===== src/rtl/ifm_addr_pkg.sv =====
// Shared types and helpers for the IFM read-address generator.
package ifm_addr_pkg;

  typedef enum logic {
    MODE_PAD   = 1'b0,
    MODE_STACK = 1'b1
  } mode_e;

  // Widest sparsemap window the popcount helper handles.
  localparam int MAX_PS = 64;

  // Address width: one extra bit above the chunk index so an overrun stays visible.
  function automatic int addr_width(input int chunk);
    return $clog2(chunk) + 1;
  endfunction

  // Window-index width, never narrower than one bit.
  function automatic int cyc_width(input int cyc);
    return (cyc > 1) ? $clog2(cyc) : 1;
  endfunction

  function automatic int unsigned popcount(input logic [MAX_PS-1:0] v);
    int unsigned c;
    c = 0;
    for (int i = 0; i < MAX_PS; i++) begin
      c += 32'(v[i]);
    end
    return c;
  endfunction

endpackage


===== src/rtl/ifm_prefix_popcnt.sv =====
// Exclusive prefix popcounts and total popcount of one sparsemap window.
module ifm_prefix_popcnt
  import ifm_addr_pkg::*;
#(
  parameter int PS_SIZE = 8,
  parameter int CNT_W   = $clog2(PS_SIZE + 1)
) (
  input  logic [PS_SIZE-1:0]            sparsemap,
  output logic [PS_SIZE-1:0][CNT_W-1:0] pre,
  output logic [CNT_W-1:0]              tot
);

  logic [MAX_PS-1:0] win;

  // pre[k] counts the set lanes strictly below lane k; tot counts the whole window.
  always_comb begin
    win = '0;
    win[PS_SIZE-1:0] = sparsemap;
    for (int k = 0; k < PS_SIZE; k++) begin
      pre[k] = CNT_W'(popcount(win & ((MAX_PS'(1) << k) - MAX_PS'(1))));
    end
    tot = CNT_W'(popcount(win));
  end

endmodule


===== src/rtl/ifm_rd_addr_gen.sv =====
// Compressed-IFM read-address generator: base tracking, stacking hand-over,
// registered valid/stall output stage and sticky overflow flag.
module ifm_rd_addr_gen
  import ifm_addr_pkg::*;
#(
  parameter int PS_SIZE    = 8,
  parameter int CHUNK_SIZE = 64,
  parameter int CYC_NUM    = 4,
  localparam int AW    = addr_width(CHUNK_SIZE),
  localparam int CW    = cyc_width(CYC_NUM),
  localparam int LW    = (PS_SIZE > 1) ? $clog2(PS_SIZE) : 1,
  localparam int CNT_W = $clog2(PS_SIZE + 1)
) (
  input  logic               clk_i,
  input  logic               rst_ni,
  input  logic               mode_i,
  input  logic [PS_SIZE-1:0] sparsemap_i,
  input  logic               match_vld_i,
  input  logic [LW-1:0]      match_addr_i,
  input  logic               pri_enc_end_i,
  input  logic               sub_chunk_start_i,
  input  logic [CW-1:0]      sm_addr_i,
  input  logic [CW-1:0]      sm_first_i,
  input  logic [CW-1:0]      sm_next_i,
  input  logic               stall_i,
  output logic               rd_vld_o,
  output logic [AW-1:0]      rd_addr_o,
  output logic               ovf_o
);

  logic [PS_SIZE-1:0][CNT_W-1:0] pre;
  logic [CNT_W-1:0]              tot;

  mode_e         mode_r;
  logic [AW-1:0] base_r;
  logic [AW-1:0] next_base_r;

  logic [AW-1:0] start_val;
  logic [AW-1:0] base_w;
  logic [AW-1:0] lane_off;
  logic [AW-1:0] next_off;
  logic [AW-1:0] next_cap;
  logic [AW:0]   addr_full;
  logic [AW:0]   base_new;
  logic          base_upd;
  logic          stack_mode;
  logic          ovf_hit;

  ifm_prefix_popcnt #(
    .PS_SIZE (PS_SIZE),
    .CNT_W   (CNT_W)
  ) u_prefix (
    .sparsemap (sparsemap_i),
    .pre       (pre),
    .tot       (tot)
  );

  // Prefix count at the next-sub-chunk lane; an offset past the window means the whole window.
  always_comb begin
    next_off = AW'(tot);
    for (int k = 0; k < PS_SIZE; k++) begin
      if (int'(sm_next_i) == k) begin
        next_off = AW'(pre[k]);
      end
    end
  end

  // Effective base, read address, next base_r value and overflow detection.
  always_comb begin
    start_val  = (mode_e'(mode_i) == MODE_STACK) ? next_base_r : '0;
    base_w     = sub_chunk_start_i ? start_val : base_r;
    stack_mode = sub_chunk_start_i ? mode_i : (mode_r == MODE_STACK);
    lane_off   = AW'(pre[match_addr_i]);
    addr_full  = {1'b0, base_w} + {1'b0, lane_off};
    next_cap   = base_w + next_off;
    base_upd   = 1'b0;
    base_new   = {1'b0, base_r};
    if (pri_enc_end_i) begin
      base_upd = 1'b1;
      base_new = {1'b0, base_w} + (AW+1)'(tot);
    end else if (sub_chunk_start_i) begin
      base_upd = 1'b1;
      base_new = {1'b0, start_val};
    end
    ovf_hit = (match_vld_i && (addr_full >= (AW+1)'(CHUNK_SIZE))) ||
              (base_upd && (base_new > (AW+1)'(CHUNK_SIZE)));
  end

  // Registered output stage; the address holds while no match is valid.
  always_ff @(posedge clk_i or negedge rst_ni) begin
    if (!rst_ni) begin
      rd_vld_o  <= 1'b0;
      rd_addr_o <= '0;
    end else if (!stall_i) begin
      rd_vld_o <= match_vld_i;
      if (match_vld_i) begin
        rd_addr_o <= addr_full[AW-1:0];
      end
    end
  end

  // Base, mode and stacking hand-over registers.
  always_ff @(posedge clk_i or negedge rst_ni) begin
    if (!rst_ni) begin
      base_r      <= '0;
      next_base_r <= '0;
      mode_r      <= MODE_PAD;
    end else if (!stall_i) begin
      if (base_upd) begin
        base_r <= base_new[AW-1:0];
      end
      if (sub_chunk_start_i) begin
        mode_r <= mode_e'(mode_i);
      end
      if (stack_mode) begin
        if (sm_next_i == '0) begin
          next_base_r <= '0;
        end else if (sm_addr_i == sm_first_i) begin
          next_base_r <= next_cap;
        end
      end
    end
  end

  // Sticky overflow flag, cleared only by reset.
  always_ff @(posedge clk_i or negedge rst_ni) begin
    if (!rst_ni) begin
      ovf_o <= 1'b0;
    end else if (!stall_i && ovf_hit) begin
      ovf_o <= 1'b1;
    end
  end

endmodule


===== config.mk =====
export PLATFORM = sky130hd
export DESIGN_NAME = ifm_rd_addr_gen
export DESIGN_NICKNAME = d
export VERILOG_FILES = /design/src/rtl/ifm_addr_pkg.sv /design/src/rtl/ifm_prefix_popcnt.sv /design/src/rtl/ifm_rd_addr_gen.sv
export SDC_FILE = /design/constraint.sdc
export NUM_CORES = 1
export LEC_CHECK = 0
export ABC_CLOCK_PERIOD_IN_PS = 5200
export BUFFER_PORTS_ARGS = -buffer_cell sky130_fd_sc_hd__buf_4
export CORE_MARGIN = 2
export CORE_UTILIZATION = 62
export CTS_BUF_LIST = sky130_fd_sc_hd__clkbuf_4 sky130_fd_sc_hd__clkbuf_8 sky130_fd_sc_hd__clkbuf_16
export DETAILED_ROUTE_END_ITERATION = 7
export GPL_ROUTABILITY_DRIVEN = 1
export PLACE_DENSITY_LB_ADDON = 0.1
export RECOVER_POWER = 25
export SLEW_MARGIN = 25
export SYNTH_ARGS = -nofsm -noshare
export SYNTH_HDL_FRONTEND = slang
export SYNTH_SLANG_ARGS = --single-unit
export TNS_END_PERCENT = 30

===== constraint.sdc =====
create_clock -name clk_i -period 5.2 [get_ports clk_i]
set_input_delay 0.26 -clock clk_i [delete_from_list [all_inputs] [get_ports clk_i]]
set_output_delay 0.26 -clock clk_i [all_outputs]
set_load 0.02 [all_outputs]

==> metrics.md <==
| Metric | Value |
|---|---|
| Slowest cell delay on critical path | ~0.51 ns |
| CP required | 5.34 ns |
| WHS Path Cells | 3 |
| Outcome | completed |
| Post-synthesis cell type count | 50 |
| TritonCTS clock tree | yes |
| Slowest cell on crit path | fa_1 |
| Crit path cell chain | buf_4, fa_1, ha_1, fa_1, ha_1, ha_1, ha_1, mux4_2, nand2_1, o31ai_1, fa_1, a21o_1, a21oi_1, nor2_1, xor2_1, nor2_1, or4_1 |
| Setup TNS | 0 ns |
| P_sw | approximately 380 uW |
| Latest clock arrival within the worst-skew pair | 0.26 ns |
| R2R Setup Slk | 2.30 ns |
| GRT Residual Overflow | 0 |
| RR Endpoint | ovf_o |
| Layout cell share with drive strength beyond 1 | 0.179 |
| Die height | 64.9 microns |
| # resized after CTS | 0 |
| Post-synthesis register bit count | 24 |
| Cells after Synth | 252 |
| Synthesized Nets | around 310 |
| Routed wire per std cell | 14.1 microns |
| R2R depth | 9 |
| CTS sink count | 24 |
| Synth area leaders | dfrtp_1 26%, ha_1 13%, xnor2_1 5.7% |
| Post-synth top area cell | dfrtp_1 |
| DRT antenna net count | 0 |
| Clk Tree Root Cell | clkbuf_8 |
| DRC | 0 |
| Starting Density | 0.638 |
| Synth top cells by count | 26 x nand2_1, 24 x dfrtp_1, 24 x ha_1 |
| Number of synthesized flops with an enable pin | 0 |
| IO Port Bufs | 32 |
| Top cell by count, worst path | ha_1 |
| # H-tree levels | 1 |
| Hold Violations, Final | 0 |
| Hold_sp | stall_i |
| Die X-Extent | 64.9 microns |
| Critical path arrival | slightly above 5 ns |
| Syn-to-layout area delta | 13.2% |
| Worst Hold Path EP | rd_vld_o |
| Post-synthesis sequential area ratio | 0.261 |
| GRT Overall Usage | 0.242 |
| Fmax | 204 MHz |
| Reg-to-Reg Start | base_r[2] |
| Max-Cap Viols | 0 |
| Vias in the first global route | between 1500 and 2000 |
| Reg area | roughly 600 sq um |
| Leak | about 1.2 nW |
| Critical Setup Path Class | in2reg |
| N_diodes | 0 |
| DP Area | 0.00256 sq mm |
| Switch share | 0.411 |
| Peak supply drop | 183 uV |
| Setup crit start kind | input pin |
| Global-route wire length before repair | between 8 and 9 mm |
| Int Pwr | roughly 540 uW |
| Worst-case clock buffer depth | 2 |
| Clock network power share | 0.117 |
| DRT Pass-1 Iters | 4 |
| Core Area | between 0.003 and 0.004 sq mm |
| Fin area | roughly 0.0026 sq mm |
| Setup crit end kind | register |
| Register clock-pin slew on the reported worst setup and hold paths | 0.08 ns |
| Final period utilization | 0.944 |
| Multi-input logic area | ~0.0016 sq mm |
| Gp weighted congestion | ~0.9 |
| Row cnt | 22 |
| Worst slew margin | 0.102 |
| I/O pin count | 33 |
| Hpwl dp | 3.75 mm |
| Predominant post-synthesis flop cell | dfrtp_1 |
| Synth async-reset ratio | 1.00 |
| Most common cell in the netlist | nand2_1 |
| Initial antenna violation count | 0 |
| Slew Limit Fails | 0 |
| Unrepaired setup endpoints after global routing | no |
| Synth warn | 0 |
| Die area | 0.00421 sq mm |
| Fin crit period | 4.91 ns |
| Routed via count | roughly 1900 |
| Syn_area_per_cell | about 9.1 sq um |
| Setup Skew | about 0.0045 ns |
| Drt via density | 5.74 |
| Number of CTS-inserted buffers | 3 |
| Sequential power share | 0.295 |
| Combinational power share | 0.588 |
| Share of the synthesized area in the top cell type | 0.261 |
| CP max FO | 4 |
| Post-synthesis instance area | roughly 0.0023 sq mm |
| Pwr Density | between 300 and 400 mW/mm^2 |
| Setup violators final | 0 |
| Min-Delay Path Class | in2reg |
| Largest net degree at the start of global routing | 25 |
| Layout filler cell count | 305 |
| DR iter-0 viols | about 160 |
| Worst-Margin Slew | between 1 and 1.5 ns |
| Final #Nets | between 300 and 400 |
| DRT Wirelength | ~4.6 mm |
-- power by group through the flow --
stage / clock (mW) / sequential, mW / combinational [mW]
global placement: 0 / 0.274 / 0.531
CTS: 0.113 / 0.273 / 0.544
floorplan: 0 / 0.295 / 0.384
finish: 0.108 / 0.273 / 0.544
detailed placement: 0 / 0.277 / 0.540
global route: 0.118 / 0.280 / 0.620
-- cells by family after synthesis --
kind of cell             after synthesis  share of synthesized area
AND/OR/NAND/NOR                       75                      0.168
AO/OA/AOI/OAI                         63                      0.184
adder cells (fa/ha/maj)               29                      0.174
flip-flops                            24                      0.261
XOR/XNOR                              23                     0.0876
buffers and inverters                 22                     0.0435
multiplexers                          15                     0.0800
other                                  1                    0.00163
-- cell usage in the layout (no fill, tap or decap), drive strengths merged, types with 10 or more instances in the layout --
| master | netlist | routed |
|---|---|---|
| dfrtp | 24 | 24 |
| nor2 | 10 | 10 |
| ha | 24 | 24 |
| o21ai | 20 | 20 |
| nand2 | 26 | 26 |
| xnor2 | 15 | 15 |
| a21oi | 13 | 13 |
| buf | 4 | 32 |
| nand3 | 12 | 12 |
| inv | 13 | 13 |
-- routing by layer --
layer	global-route usage	vias up	routed length, microns
li1	-	966	-
met1	0.343	876	2230
met2	0.397	35	2200
met3	0.0399	6	141
met4	0.0372	0	38
met5	0	-	0
-- critical path, delay by kind of cell --
kind | cells | cell delay, ns
AOI/OAI and AO/OA | 3 | 0.49
muxes | 1 | 0.47
xor gates and xnor gates | 1 | 0.16
adders and majority gates | 7 | 2.79
and+or+nand+nor | 4 | 0.74
buffers and inverters | 1 | 0.13
-- per-stage QoR --
step	setup slack (ns)	std cells	utilization	total power, mW	hold WS [ns]
floorplan	0.407	252	-	0.679	-0.0356
global placement	0.104	324	0.709	0.805	0.180
detailed placement	0.0187	324	0.709	0.817	0.182
CTS	0.303	328	0.723	0.931	0.267
global route	0.0387	328	0.722	1.02	0.284
finish	0.289	328	0.722	0.925	0.276
-- registers in the layout (all words and copies together) (netlist names) --
signal	count
next_base_r	7
base_r	7
mode_r	1
ovf_o	1
rd_vld_o	1
rd_addr_o	7
-- timing repair --
| action | in CTS | in global routing |
|---|---|---|
| hold endpoints to repair | 24 | 0 |
| setup buffers | 0 | 0 |
| hold buffers | 1 | 0 |
-- final cells by class --
type                            instances  share of cell area
Multi-Input combinational cell        206               0.614
Sequential cell                        24               0.231
Timing Repair Buffer                   34              0.0975
Tap cell                               48              0.0231
Inverter                               13              0.0187
Clock buffer                            3              0.0159
-- worst max path at each step --
stage	endpoint	startpoint
after global placement	ovf_o	sparsemap_i[0]
after floorplan	ovf_o	sparsemap_i[0]
after CTS	ovf_o	sparsemap_i[0]
final	ovf_o	sparsemap_i[0]
after detailed placement	ovf_o	sparsemap_i[0]
after global routing	ovf_o	sparsemap_i[0]
Power figures use the tool's default switching activity.
